==> config.mk <==
export PLATFORM = sky130hd
export DESIGN_NAME = xgs_hispi_lane_tx
export DESIGN_NICKNAME = d
export VERILOG_FILES = /design/src/rtl/xgs_hispi_tx_pkg.sv /design/src/rtl/xgs_hispi_lane_tx.sv
export SDC_FILE = /design/constraint.sdc
export NUM_CORES = 1
export LEC_CHECK = 0
export ABC_CLOCK_PERIOD_IN_PS = 2300
export BUFFER_PORTS_ARGS = -buffer_cell sky130_fd_sc_hd__buf_2
export CAP_MARGIN = 20
export CORE_MARGIN = 2
export CORE_UTILIZATION = 50
export CTS_BUF_LIST = sky130_fd_sc_hd__clkbuf_4
export CTS_CLUSTER_SIZE = 24
export DETAILED_ROUTE_END_ITERATION = 12
export GPL_TIMING_DRIVEN = 0
export PLACE_DENSITY = 0.78
export REMOVE_ABC_BUFFERS = 1
export SETUP_SLACK_MARGIN = 0.1
export SLEW_MARGIN = 20
export SYNTH_ARGS = -nofsm -noshare
export SYNTH_HDL_FRONTEND = slang
export SYNTH_SLANG_ARGS = --single-unit
==> constraint.sdc <==
create_clock -name sclk -period 2.3 [get_ports sclk]
set_clock_uncertainty 0.2 [all_clocks]
set_input_delay 0.69 -clock sclk [delete_from_list [all_inputs] [get_ports sclk]]
set_output_delay 0.69 -clock sclk [all_outputs]
set_load 0.02 [all_outputs]
==> src/rtl/xgs_hispi_tx_pkg.sv <==
// ============================================================================
// Module      : xgs_hispi_tx_pkg
// Description : Shared constants for the HiSPi Packetized-SP lane transmitter:
//               FSM state encodings, sync header words and sync codes.
// Revision    : 1.0 - initial release
// ============================================================================
`default_nettype none

package xgs_hispi_tx_pkg;

    // FSM state encodings
    localparam logic [2:0] c_ST_IDLE   = 3'd0;
    localparam logic [2:0] c_ST_SYNC_S = 3'd1;
    localparam logic [2:0] c_ST_DATA   = 3'd2;
    localparam logic [2:0] c_ST_SYNC_E = 3'd3;
    localparam logic [2:0] c_ST_BLANK  = 3'd4;

    // Sync codes, carried in the low nibble of the fourth sync word
    localparam logic [3:0] c_CODE_SOL = 4'h1;
    localparam logic [3:0] c_CODE_SOF = 4'h3;
    localparam logic [3:0] c_CODE_EOL = 4'h5;
    localparam logic [3:0] c_CODE_EOF = 4'h7;

    // Index of the sync word that carries the code
    localparam logic [1:0] c_SYNC_LAST = 2'd3;

endpackage

`default_nettype wire

==> src/rtl/xgs_hispi_lane_tx.sv <==
// ============================================================================
// Module      : xgs_hispi_lane_tx
// Description : Single-lane HiSPi Packetized-SP word generator. Frames a pixel
//               stream into lines (start sync, payload, end sync, blanking)
//               and emits one registered word per word_ce strobe.
// Ports       : sclk/sclk_reset        clock, synchronous active-high reset
//               enable                 allow new lines to start
//               word_ce                serializer word strobe
//               s_valid/s_ready/s_data pixel stream handshake
//               s_sol/s_eol/s_sof/s_eof line/frame markers
//               tx_word/tx_sync        word to serializer, sync-word flag
//               busy                   FSM not idle
//               underrun/proto_err     sticky error flags, cleared by err_clr
//               line_cnt/frame_cnt     completed lines / EOF syncs sent
// Revision    : 1.0 - initial release
// ============================================================================
`default_nettype none

module xgs_hispi_lane_tx
    import xgs_hispi_tx_pkg::*;
#(
    parameter int               PIX_W          = 12,
    parameter int               LINE_BLANK_MIN = 8,
    parameter logic [PIX_W-1:0] IDLE_WORD      = 12'h3A6
) (
    input  logic             sclk,
    input  logic             sclk_reset,
    input  logic             enable,
    input  logic             word_ce,
    input  logic             s_valid,
    output logic             s_ready,
    input  logic [PIX_W-1:0] s_data,
    input  logic             s_sol,
    input  logic             s_eol,
    input  logic             s_sof,
    input  logic             s_eof,
    output logic [PIX_W-1:0] tx_word,
    output logic             tx_sync,
    output logic             busy,
    output logic             underrun,
    output logic             proto_err,
    input  logic             err_clr,
    output logic [15:0]      line_cnt,
    output logic [15:0]      frame_cnt
);

    localparam int c_BW = (LINE_BLANK_MIN > 1) ? $clog2(LINE_BLANK_MIN) : 1;
    localparam logic [c_BW-1:0] c_BLANK_LAST = c_BW'(LINE_BLANK_MIN - 1);

    logic [2:0]       r_state;
    logic [1:0]       r_idx;
    logic [c_BW-1:0]  r_blank;
    logic [3:0]       r_code;
    logic             r_eof_pend;
    logic [PIX_W-1:0] r_tx_word;
    logic             r_tx_sync;
    logic             r_underrun;
    logic             r_proto_err;
    logic [15:0]      r_line_cnt;
    logic [15:0]      r_frame_cnt;

    logic             w_in_idle;
    logic             w_in_data;
    logic [PIX_W-1:0] w_sync_word;

    assign w_in_idle = (r_state == c_ST_IDLE);
    assign w_in_data = (r_state == c_ST_DATA);

    // DATA accepts on every strobe (an absent beat becomes an underrun idle);
    // IDLE only consumes stray beats, the SOL beat is peeked and left in place.
    assign s_ready = word_ce & (w_in_data | (w_in_idle & s_valid & ~s_sol));

    // Sync header FFF,000,000,code shared by start and end syncs
    always_comb begin
        w_sync_word = '0;
        if (r_idx == 2'd0) begin
            w_sync_word = '1;
        end else if (r_idx == c_SYNC_LAST) begin
            w_sync_word = {{(PIX_W-4){1'b0}}, r_code};
        end
    end

    always_ff @(posedge sclk) begin
        if (sclk_reset) begin
            r_state     <= c_ST_IDLE;
            r_idx       <= 2'd0;
            r_blank     <= '0;
            r_code      <= c_CODE_SOL;
            r_eof_pend  <= 1'b0;
            r_tx_word   <= IDLE_WORD;
            r_tx_sync   <= 1'b0;
            r_underrun  <= 1'b0;
            r_proto_err <= 1'b0;
            r_line_cnt  <= 16'd0;
            r_frame_cnt <= 16'd0;
        end else begin
            // Clear first so a set later in this block takes priority
            if (err_clr) begin
                r_underrun  <= 1'b0;
                r_proto_err <= 1'b0;
            end

            if (word_ce) begin
                case (r_state)
                    c_ST_IDLE: begin
                        r_tx_word <= IDLE_WORD;
                        r_tx_sync <= 1'b0;
                        if (s_valid) begin
                            if (s_sol) begin
                                if (enable) begin
                                    r_state    <= c_ST_SYNC_S;
                                    r_idx      <= 2'd0;
                                    r_code     <= s_sof ? c_CODE_SOF : c_CODE_SOL;
                                    r_eof_pend <= s_eof;
                                end
                            end else begin
                                r_proto_err <= 1'b1;
                            end
                        end
                    end

                    c_ST_SYNC_S: begin
                        r_tx_word <= w_sync_word;
                        r_tx_sync <= 1'b1;
                        r_idx     <= r_idx + 2'd1;
                        if (r_idx == c_SYNC_LAST) begin
                            r_state <= c_ST_DATA;
                        end
                    end

                    c_ST_DATA: begin
                        r_tx_sync <= 1'b0;
                        if (s_valid) begin
                            r_tx_word <= s_data;
                            if (s_eol) begin
                                r_state <= c_ST_SYNC_E;
                                r_idx   <= 2'd0;
                                r_code  <= r_eof_pend ? c_CODE_EOF : c_CODE_EOL;
                            end
                        end else begin
                            r_tx_word  <= IDLE_WORD;
                            r_underrun <= 1'b1;
                        end
                    end

                    c_ST_SYNC_E: begin
                        r_tx_word <= w_sync_word;
                        r_tx_sync <= 1'b1;
                        r_idx     <= r_idx + 2'd1;
                        if (r_idx == c_SYNC_LAST) begin
                            r_state    <= c_ST_BLANK;
                            r_blank    <= '0;
                            r_line_cnt <= r_line_cnt + 16'd1;
                            if (r_eof_pend) begin
                                r_frame_cnt <= r_frame_cnt + 16'd1;
                            end
                        end
                    end

                    c_ST_BLANK: begin
                        r_tx_word <= IDLE_WORD;
                        r_tx_sync <= 1'b0;
                        r_blank   <= r_blank + c_BW'(1);
                        if (r_blank == c_BLANK_LAST) begin
                            r_state <= c_ST_IDLE;
                        end
                    end

                    default: begin
                        r_state   <= c_ST_IDLE;
                        r_tx_word <= IDLE_WORD;
                        r_tx_sync <= 1'b0;
                    end
                endcase
            end
        end
    end

    assign tx_word   = r_tx_word;
    assign tx_sync   = r_tx_sync;
    assign busy      = ~w_in_idle;
    assign underrun  = r_underrun;
    assign proto_err = r_proto_err;
    assign line_cnt  = r_line_cnt;
    assign frame_cnt = r_frame_cnt;

endmodule

`default_nettype wire

# After elaboration in Yosys (flattened, before gate mapping)
# Cells that the tools add are included.
# word_totals
regBits,60
in_bits,22
output_inout_bits,49
word_cells,87
# op_classes
add_sub_neg,4
eq_ne,14
mux,39
bitwise,6
n_reduce_logical,13
# op_table
cell,n
"adder 16 x 1 -> 16 bit, second input constant",2
two-way mux 3 bit,9
two-way mux 12 bit,2
two-way mux 4 bit,6
one-hot mux 12 bit (2 select lines),1
"inequality test 2 bit, second input constant",8
one-hot mux 3 bit (5 select lines),1
two-way mux 2 bit,7
AND reduction 7 bit,2
two-way mux 1 bit,10
AND reduction 9 bit,1
one-hot mux 4 bit (2 select lines),1
"== test 3 x 2 -> 1 bit, second input constant",2
"== test 3 bit, second input constant",2
one-hot mux 2 bit (3 select lines),1
one-hot mux 3 bit (2 select lines),1
AND reduction 3 bit,2
AND reduction 5 bit,1
AND reduction 4 bit,1
nonzero test 2 bit,2
"adder 3 x 1 -> 3 bit, second input constant",1
AND 1 bit,3
"== test 3 x 1 -> 1 bit, second input constant",1
logical NOT 3 bit,1
7 further kinds,8

# Depth between registers and ports, before layout
# Gate-level depths: netlist of run 1.
# logic_depth
ltp_word,5
mapped_depth,7
ltp_nobuf,6

# Least setup slack after synthesis of run 1
# Ideal clock, no wire load.
# synth_timing
path_kind,input to output
startpoint,input word_ce
endpoint,output s_ready
t_arrival_ns,1.507
required_ns,1.410
setup_slack_ns,-0.097
stages,3
path_buffers,1
path_cell_list,clkbuf_1 -> nand2b_1 -> nor3_1
# synth_between
elab_chain_len,1
# synth_rtl
item,line,text
"start, declared",xgs_hispi_lane_tx.sv:29,"input logic word_ce,"
AND 1 bit,xgs_hispi_lane_tx.sv:71,assign s_ready = word_ce & (w_in_data | (w_in_idle & s_valid & ~s_sol));
"end, declared",xgs_hispi_lane_tx.sv:31,"output logic s_ready,"
# No other way between the ends.

# Worst setup path after layout of run 1
# layout_timing
startpoint,register r_state[1]
endpoint,output busy
# layout_between
elab_chain_len,2
# layout_rtl
item,line,text
"start, declared",xgs_hispi_lane_tx.sv:50,logic [2:0] r_state;
"start signal, assigned",xgs_hispi_lane_tx.sv:85,r_state <= c_ST_IDLE;
"start signal, assigned",xgs_hispi_lane_tx.sv:111,r_state <= c_ST_SYNC_S;
"start signal, assigned",xgs_hispi_lane_tx.sv:127,r_state <= c_ST_DATA;
logical NOT 3 bit,xgs_hispi_lane_tx.sv:66,assign w_in_idle = (r_state == c_ST_IDLE);
inverter 1 bit,xgs_hispi_lane_tx.sv:181,assign busy = ~w_in_idle;
"end, declared",xgs_hispi_lane_tx.sv:39,"output logic busy,"
# No other way between the ends.

==> flow_summary_export.csv, run 1 <==
group,metric,value,unit
synthesis,synth_edf_count,0,
synthesis,async_reset_ff_frac,0,
place,port-buffer-count,70,
layout,fillers,500,
cts,cts_sinks,58,
route,final_antenna_net_count,0,
timing,tightest_slew,0.679,ns
place,finalWeightedCongestion,0.768,
timing,setup_violations,0,
global_route,overflow,0,
timing,setup_slack,0.121,ns
layout,final_common_cell,"buf_2",
power_and_ir_drop,combPwrFrac,0.093,
power_and_ir_drop,switching_share,0.272,
layout,design_area,3420,um^2
route,wl_per_cell,13.5,um
die,die_h,79.0,um
place,placed_cells,455,
layout,final_cell_mix,"buf_2 (67), dfxtp_1 (53), nand2_1 (37)",
die,die_x,79.0,um
power_and_ir_drop,ir_drop,0.315,mV
critical_path,critical-path-slowest-cell,"or3_4",
global_route,antenna_found_initial,0,
global_route,grt_pass1_wl,11.0,mm
synthesis,avgSynthCellArea,8.42,um^2
timing,hold_ws,0.258,ns
timing,period_minus_slack,2.18,ns
die,core_area,5470,um^2
layout,antenna_cells,0,
synthesis,ys_ff_latch,58,
global_route,groute.usage.overall,0.219,
die,row_count,27,
synthesis,yosysWarnings,0,
timing,relSlewSlack,0.542,
layout,layout.nets,434,
flow_run,drv_cap,0,
global_route,grt_start_max_net_pins,52,
critical_path,cp-end-kind,"output port",
layout,layout-drive-gt1-share,0.279,
power_and_ir_drop,cellPowerDensity,529,nW/um^2
timing,hold_violations,0,
timing,tns,0,ns
layout,multi_input_area,1530,um^2
layout,utilization,0.625,
die,pin_count,71,
critical_path,slowest_delay,0.38,ns
synthesis,synth.distinct_cells,50,
route,finalWirelength,6.48,mm
cts,htreeDepth,3,
timing,max_clock_freq,0.459,GHz
outcome,outcome,"complete, no violations",
cts,path_clk_slew,0.10,ns
cts,cts_tree,"built",
synthesis,ys.flop_type,"dfxtp_1",
timing,layout_worst_path_cycle_share,0.948,
cts,cts_buffer_depth,2,
critical_path,cp_top_family,"simple AND/OR/NAND/NOR gates",
cts,cts_inserted_buffers,9,
timing,drv_slew,0,
power_and_ir_drop,internal-power,1.32,mW
place,placed_area,3160,um^2
route,drtPass1Iterations,4,
synthesis,ys_seq_area_frac,0.413,
power_and_ir_drop,pwr-share-seq,0.566,
critical_path,path_buf_inv,1,
layout,syn_to_final_growth,21.7,%
min_path,hp-class,"reg2reg",
timing,rsz0062_at_grt,"true",
power_and_ir_drop,power.leakage,1.44,nW
critical_path,cp-start-kind,"flop",
power_and_ir_drop,p_clk_frac,0.341,
critical_path,crit_fanout,3,
route,drtIter0Drc,148,
layout,instances_no_fill,481,
place,pre_cts_slack,-0.478,ns
route,via_count,2678,
die,start_util,0.514,
route,drc,0,
critical_path,critPathRequiredTime,1.41,ns
synthesis,syn_area,2810,um^2
route,via_per_inst,5.57,
power_and_ir_drop,switching_power,0.492,mW
critical_path,crit_arrival,1.29,ns
critical_path,path_cells,"or3_4 -> buf_6",
cts,ctsHoldBuffers,0,
cts,clkLatencyLatePin,0.41,ns
power_and_ir_drop,total_power,1.81,mW
layout,regArea,1170,um^2
synthesis,syn_inst,334,
critical_path,crit_type,"reg2out",
cts,root_buffer,"clkbuf_4",
global_route,grt_pass1_vias,2443,
die,die_area,6240,um^2
place,dp_hpwl,4.23,mm
cell usage after synthesis, drive strengths merged (3+ instances only):
| cell type | count | area [um^2] |
|---|---|---|
| a31oi | 5 | 31.3 |
| nor3 | 5 | 25.0 |
| o22ai | 3 | 18.8 |
| nor4 | 4 | 25.0 |
| xor2 | 6 | 52.6 |
| nor2 | 30 | 113 |
| or4 | 13 | 101 |
| buf | 6 | 31.3 |
| nand3 | 14 | 70.1 |
| nand4 | 10 | 77.6 |
| o221ai | 4 | 35.0 |
| ha | 7 | 87.6 |
| clkbuf | 15 | 56.3 |
| and4 | 4 | 35.0 |
| xnor2 | 9 | 78.8 |
| inv | 17 | 63.8 |
| nand2 | 37 | 139 |
| or3 | 5 | 31.3 |
| o31ai | 11 | 82.6 |
| and4b | 3 | 30.0 |
| mux2i | 6 | 60.1 |
| dfxtp | 58 | 1160 |
| o21ai | 8 | 40.0 |
| a21oi | 26 | 130 |
final cells by class:
class | instances | area share
well taps | 72 | 0.0263
inverters | 18 | 0.0198
clock inverters | 4 | 0.00585
multi-input cells | 237 | 0.447
flip-flops and latches | 58 | 0.343
repair buffers | 81 | 0.133
clock buffers | 11 | 0.0241
kinds of logic (layout without fill, tap and decap cells):
| logic type | after synthesis | count (layout) | share of synthesized area |
|---|---|---|---|
| compound gates | 66 | 66 | 0.148 |
| xor+xnor | 15 | 15 | 0.0467 |
| fa+ha+maj | 7 | 7 | 0.0312 |
| buf+inv | 39 | 114 | 0.0552 |
| flops | 58 | 58 | 0.413 |
| mux | 7 | 7 | 0.0254 |
| simple gates | 142 | 142 | 0.280 |
repair_timing:
item / 4_1_cts / 5_1_grt
pin swaps: 0 / 3
hold endpoints to repair: 0 / 0
resized for setup: 17 / 6
setup buffers: 7 / 4
cloned: 0 / 0
setup endpoints to repair: 21 / 11
registers in the layout, summed over array words and instances (netlist names):
register / flops
r_state: 3
r_blank: 3
r_code: 2
r_idx: 2
underrun: 1
tx_sync: 1
proto_err: 1
r_eof_pend: 1
line_cnt: 16
tx_word: 12
frame_cnt: 16
worst reg2reg max path: cells and delay by family, from the launching register on:
family                 cells  cell delay [ns]
AND/OR/NAND/NOR            2             0.81
buffers and inverters      3             0.44
flip-flops                 1             0.36
multiplexers               1             0.16
AO/OA/AOI/OAI              1             0.06
power by group through the flow:
stage / clock [mW] / combinational [mW] / sequential [mW]
after detailed placement: 0 / 0.134 / 1.06
final: 0.617 / 0.168 / 1.03
after global placement: 0 / 0.132 / 1.06
after global routing: 0.682 / 0.183 / 1.03
after floorplan: 0 / 0.0598 / 1.07
after CTS: 0.620 / 0.159 / 1.03
metal layers:
metal	vias to the layer above	wire (um)	track usage
met3	10	374	0.0545
met4	0	79	0.0862
met1	1239	3110	0.280
li1	1350	-	-
met5	-	0	0
met2	79	2920	0.356
worst paths after layout:
kind	start	endpoint	slack [ns]	depth (start not counted)
max	r_state[1]$_SDFFE_PP0P_	busy	0.12	2
min	r_blank[1]$_SDFFE_PP0P_	r_blank[1]$_SDFFE_PP0P_	0.26	2
max reg2reg	r_state[1]$_SDFFE_PP0P_	r_code[2]$_SDFFE_PP0P_	0.16	7
min reg2reg	r_blank[1]$_SDFFE_PP0P_	r_blank[1]$_SDFFE_PP0P_	0.26	2
No activity file was read; power rests on OpenSTA's default activity.
==> run 2: changes to the inputs <==
ABC_CLOCK_PERIOD_IN_PS = 2700   (was 2300)
CORE_UTILIZATION = 55   (was 50)
PLACE_DENSITY = 0.81   (was 0.78)
clock period = 2.7 ns   (was 2.3 ns; I/O delays follow)
==> run 2 against run 1 <==
  * Utilization rose by 3.4 points
  * Sequential cell count stayed put
  * Non-clock buffer count decreased by 11
  * Register-to-register slack improved by 0.03 ns
  * Critical path type is now reg2reg
  * Global-route usage increased by 0.082 points
  * Die area fell by 8.6%
  * Sequential power down 14%
  * Combinational power down 32%
  * Final cell count decreased by 2.5%
  * Largest power group unchanged
  * Via count fell by 2.4%
  * Worst hold slack better by 0.0055 ns
  * Critical path depth up 3
==> flow_summary_export.csv, run 2 (synthesis results as in run 1) <==
group,metric,value,unit
outcome,outcome,"complete, no violations",
critical_path,reg2reg_depth,5,
critical_path,r2r-end,"frame_cnt[15]$_SDFFE_PP0P_",
die,start_util,0.561,
cts,htreeDepth,3,
power_and_ir_drop,total_power,1.61,mW
cts,cts_buffer_depth,2,
global_route,antenna_found_initial,0,
cts,cts_sinks,58,
route,via_per_inst,5.58,
power_and_ir_drop,switching_share,0.242,
cts,cts_inserted_buffers,9,
timing,rsz0062_at_grt,"true",
critical_path,cp-end-kind,"flop",
cts,path_clk_slew,0.10,ns
power_and_ir_drop,pwr-share-seq,0.549,
cts,cts_setup_buffers,0,
power_and_ir_drop,combPwrFrac,0.071,
die,die_x,75.5,um
route,final_antenna_net_count,0,
die,core_area,5010,um^2
timing,relSlewSlack,0.397,
global_route,grt_pass1_wl,9.64,mm
min_path,hold-path-endpoint,"r_blank[2]$_SDFFE_PP0P_",
place,placed_area,3160,um^2
layout,final_cell_mix,"buf_2 (69), dfxtp_1 (55), nand2_1 (37)",
die,pin_count,71,
layout,fillers,454,
global_route,grt_use_met1,0.270,
global_route,groute.usage.overall,0.220,
route,drc,0,
critical_path,timing.rr.start,"r_idx[0]$_SDFFE_PP0P_",
timing,max_clock_freq,0.399,GHz
critical_path,crit_arrival,2.63,ns
cts,post_cts_resized,3,
power_and_ir_drop,switching_power,0.389,mW
cts,cts_tree,"built",
route,wl_per_cell,12.9,um
flow_run,drv_cap,0,
die,die_h,75.5,um
global_route,grt_start_max_net_pins,52,
timing,hold_ws,0.264,ns
route,drtPass1Iterations,4,
timing,period_minus_slack,2.51,ns
global_route,overflow,0,
route,drtIter0Drc,92,
layout,antenna_cells,0,
route,finalWirelength,6.04,mm
place,port-buffer-count,70,
power_and_ir_drop,p_clk_frac,0.380,
min_path,hp-start,"r_blank[2]$_SDFFE_PP0P_",
critical_path,crit_fanout,9,
global_route,grt_pass1_vias,2238,
layout,final_common_cell,"buf_2",
layout,design_area,3300,um^2
place,dp_hpwl,4.21,mm
min_path,min_path_cells,2,
cts,ctsHoldBuffers,0,
min_path,hp-class,"reg2reg",
power_and_ir_drop,cellPowerDensity,487,nW/um^2
timing,layout_worst_path_cycle_share,0.929,
timing,tns,0,ns
timing,hold_violations,0,
global_route,grt_use_met3,0.0437,
power_and_ir_drop,internal-power,1.22,mW
die,row_count,26,
cts,root_buffer,"clkbuf_4",
layout,regArea,1160,um^2
critical_path,critPathRequiredTime,2.82,ns
power_and_ir_drop,ir_drop,0.333,mV
place,finalWeightedCongestion,0.752,
layout,layout.nets,423,
die,die_area,5700,um^2
power_and_ir_drop,power.leakage,1.38,nW
timing,tightest_slew,0.905,ns
timing,drv_slew,0,
global_route,grt_use_met2,0.369,
critical_path,r2r_slack,0.19,ns
timing,setup_violations,0,
critical_path,cp-start-kind,"flop",
route,via_count,2615,
layout,syn_to_final_growth,17.5,%
layout,layout-drive-gt1-share,0.238,
global_route,top_usage_layer,"met2",
critical_path,crit_type,"reg2reg",
layout,multi_input_area,1500,um^2
cts,clkLatencyLatePin,0.39,ns
[run 2: cell types whose count changed in the layout (fill, tap and decap cells not counted), sizes merged]
| cell | previous run | this run |
|---|---|---|
| clkbuf | 11 | 12 |
| bufinv | 0 | 1 |
| buf | 81 | 70 |
| clkinv | 5 | 4 |
[run 2: worst max-delay path by stage]
stage,from,to,slack [ns],depth (start not counted)
after global placement,sclk_reset,r_state[1]$_SDFFE_PP0P_,-0.16,5
after global routing,r_idx[0]$_SDFFE_PP0P_,frame_cnt[15]$_SDFFE_PP0P_,0.08,5
after floorplan,s_sol,s_ready,0.26,3
after detailed placement,sclk_reset,r_state[1]$_SDFFE_PP0P_,-0.17,5
after CTS,r_state[0]$_SDFFE_PP0P_,frame_cnt[15]$_SDFFE_PP0P_,0.12,4
final,r_idx[0]$_SDFFE_PP0P_,frame_cnt[15]$_SDFFE_PP0P_,0.19,5
[run 2: power groups by stage]
stage | logic (mW) | clock network [mW] | registers (mW)
after floorplan | 0.0510 | 0 | 0.910
after global placement | 0.112 | 0 | 0.902
after detailed placement | 0.114 | 0 | 0.902
after CTS | 0.115 | 0.625 | 0.883
after global routing | 0.125 | 0.660 | 0.886
final | 0.114 | 0.611 | 0.883
[run 2: through the flow]
| step | utilization | std cells | worst slack (ns) |
|---|---|---|---|
| 2_1_floorplan | - | 313 | 0.255 |
| 3_3_place_gp | 0.631 | 453 | -0.158 |
| 3_5_place_dp | 0.631 | 453 | -0.173 |
| 4_1_cts | 0.659 | 469 | 0.117 |
| 5_1_grt | 0.659 | 469 | 0.0798 |
| 6_report | 0.659 | 469 | 0.191 |
[run 2: area by class of cell]
class | count | share of cell area
tap | 70 | 0.0265
clock buffer | 12 | 0.0273
timing repair buffer | 70 | 0.107
inverter | 18 | 0.0205
multi-input combinational | 237 | 0.453
sequential | 58 | 0.353
clock inverter | 4 | 0.0129
[run 2: worst max-delay path: stages, from the launching register on]
cell and delay (ns):
dfxtp_1 0.43, ha_2 0.34, nand4b_4 0.17, or4_1 0.69, or4_1 0.46, a21oi_1 0.15
[run 2: metal layers]
metal | wire, um | vias to the layer above
li1 | - | 1328
met1 | 2780 | 1212
met2 | 2920 | 66
met3 | 246 | 9
met4 | 94 | 0
met5 | 0 | -
==> run 3: changes to the inputs <==
ABC_AREA = 1   (was default)
PLACE_DENSITY = 0.8   (was 0.81)
==> run 3 against run 2 <==
  * Via count is 18% higher
  * Sequential power grew 9.5%
  * Largest power group unchanged
  * Sequential cell count unchanged
  * Clock-buffer cell count did not move
  * Combinational power grew to 4.4 times the previous value
  * Die area increased by 7.2%
  * Area after synthesis up 7.6%
==> flow_summary_export.csv, run 3 <==
group,metric,value,unit
layout,fillers,480,
global_route,grt_start_max_net_pins,34,
critical_path,crit_type,"in2out",
route,via_per_inst,5.09,
layout,layout.nets,559,
timing,rsz0062_at_grt,"false",
critical_path,critPathRequiredTime,1.69,ns
synthesis,ys_ff_latch,58,
synthesis,synth-xor-area-share,0.00869,
outcome,outcome,"complete, no violations",
route,finalWirelength,6.97,mm
timing,relSlewSlack,0.341,
synthesis,yosys-mux-area-fraction,0,
global_route,overflow,0,
synthesis,syn_area,3020,um^2
layout,antenna_cells,0,
cts,cts_tree,"built",
synthesis,synthAdderAreaFrac,0.0290,
synthesis,yosys-top-cells-area,"dfxtp_1 (38%), nand2_1 (14%), nor2_1 (8.2%)",
route,drc,0,
die,pin_count,71,
cts,ctsHoldBuffers,0,
synthesis,avgSynthCellArea,6.66,um^2
global_route,groute.usage.overall,0.242,
route,drtPass1Iterations,5,
cts,cts_buffer_depth,2,
layout,final_common_cell,"nand2_1",
critical_path,crit_fanout,3,
die,core_area,5200,um^2
power_and_ir_drop,ir_drop,0.370,mV
cts,clkLatencyLatePin,0.40,ns
timing,setup_violations,0,
power_and_ir_drop,cellPowerDensity,577,nW/um^2
power_and_ir_drop,power.leakage,1.64,nW
cts,htreeDepth,3,
route,final_antenna_net_count,0,
synthesis,yosysWarnings,0,
timing,setup_slack,0.144,ns
cts,cts_sinks,58,
global_route,grt_pass1_vias,2839,
timing,layout_worst_path_cycle_share,0.947,
place,finalWeightedCongestion,0.851,
die,row_count,26,
place,port-buffer-count,70,
cts,path_clk_slew,0.08,ns
synthesis,synth_compound_area_frac,0.112,
place,dp_hpwl,5.10,mm
synthesis,ys_seq_area_frac,0.384,
synthesis,synth_edf_count,0,
place,pre_cts_slack,-0.333,ns
timing,max_clock_freq,0.391,GHz
cts,cts_inserted_buffers,9,
min_path,hp-class,"reg2reg",
layout,instances_no_fill,605,
synthesis,synth_top_cell_area_share,0.384,
layout,final_cell_mix,"nand2_1 (110), buf_2 (69), nor2_1 (66)",
timing,drv_slew,0,
flow_run,drv_cap,0,
synthesis,synth.top_cells.by_count,"nand2_1 (110), nor2_1 (66), inv_1 (59), dfxtp_1 (58), nand3_1 (40)",
synthesis,synth.most_common_cell,"nand2_1",
route,drtIter0Drc,99,
timing,hold_ws,0.267,ns
synthesis,async_reset_ff_frac,0,
die,start_util,0.581,
synthesis,syn_inst,454,
synthesis,ys.flop_type,"dfxtp_1",
timing,tightest_slew,0.988,ns
place,placed_cells,584,
synthesis,synth_top_family_by_area,"simple AND/OR/NAND/NOR gates",
die,die_area,6110,um^2
cts,root_buffer,"clkbuf_4",
synthesis,synth.distinct_cells,30,
global_route,antenna_found_initial,0,
timing,hold_violations,0,
layout,layout-drive-gt1-share,0.213,
layout,utilization,0.691,
route,wl_per_cell,11.5,um
synthesis,yosys.area_share.simple,0.374,
critical_path,cp-start-kind,"input pin",
critical_path,crit_arrival,1.55,ns
synthesis,netlist.top_cell.by_area,"dfxtp_1",
global_route,grt_pass1_wl,11.9,mm
power_and_ir_drop,total_power,2.08,mW
timing,period_minus_slack,2.56,ns
route,via_count,3080,
die,die_h,78.2,um
layout,syn_to_final_growth,18.9,%
critical_path,cp-end-kind,"output port",
die,die_x,78.2,um
[run 3: changes by cell type after synthesis, sizes merged, moves of 10 or more]
cell,change
nand2,+77
nor2,+47
inv,+43
nand3,+27
o21ai,+19
or4,-13
o31ai,-11
clkbuf,-10
[run 3: critical path, stage by stage]
cell	delay (ns)
buf_2	0.10
inv_1	0.07
nand3_1	0.11
nand3b_1	0.20
o21ai_1	0.11
buf_4	0.16
[run 3: cells by family after synthesis]
logic type      after synthesis
xor+xnor                      3
buf+inv                      71
flops                        58
simple gates                251
fa+ha+maj                     7
compound gates               64
[run 3: metal layers]
| metal | vias up | part of all wire | global-route usage |
|---|---|---|---|
| met3 | 6 | 0.048 | 0.0759 |
| met2 | 75 | 0.49 | 0.425 |
| met1 | 1383 | 0.45 | 0.280 |
| met4 | 0 | 0.010 | 0.0737 |
| li1 | 1616 | - | - |
| met5 | - | 0 | 0 |
[run 3: final cells by class]
| cell class | count | area, um^2 | area share |
|---|---|---|---|
| Clock buffer | 12 | 90.1 | 0.0250 |
| Clock inverter | 4 | 42.5 | 0.0118 |
| Inverter | 61 | 234 | 0.0650 |
| Multi-Input combinational cell | 325 | 1590 | 0.441 |
| Sequential cell | 58 | 1170 | 0.325 |
| Tap cell | 70 | 87.6 | 0.0243 |
| Timing Repair Buffer | 75 | 390 | 0.109 |
[run 3: stage by stage]
stage,TNS (ns),instance area [um^2]
global route,0,3600
floorplan,-0.0147,2980
global placement,-0.332,3410
finish,0,3600
CTS,0,3590
detailed placement,-0.333,3410
[run 3: final timing paths]
check | startpoint | endpoint | slack (ns) | cells past startpoint
setup / recovery | s_sol | s_ready | 0.14 | 6
hold / removal | r_blank[0]$_SDFFE_PP0P_ | r_blank[0]$_SDFFE_PP0P_ | 0.27 | 1
setup reg to reg | r_idx[1]$_SDFFE_PP0P_ | frame_cnt[10]$_SDFFE_PP0P_ | 0.58 | 8
hold reg to reg | r_blank[0]$_SDFFE_PP0P_ | r_blank[0]$_SDFFE_PP0P_ | 0.27 | 1
[run 3: timing repair]
item                       CTS  global route
setup endpoints to repair    1             1
pin swaps                    1             0
gates resized for setup      6             3
buffers inserted             5             0
[run 3: report_power, final]
group          switching, mW  leakage [nW]  internal (mW)
registers             0.0578         0.471          0.909
logic                  0.322          1.09          0.180
clock network          0.300        0.0764          0.307
total                  0.680          1.64           1.40
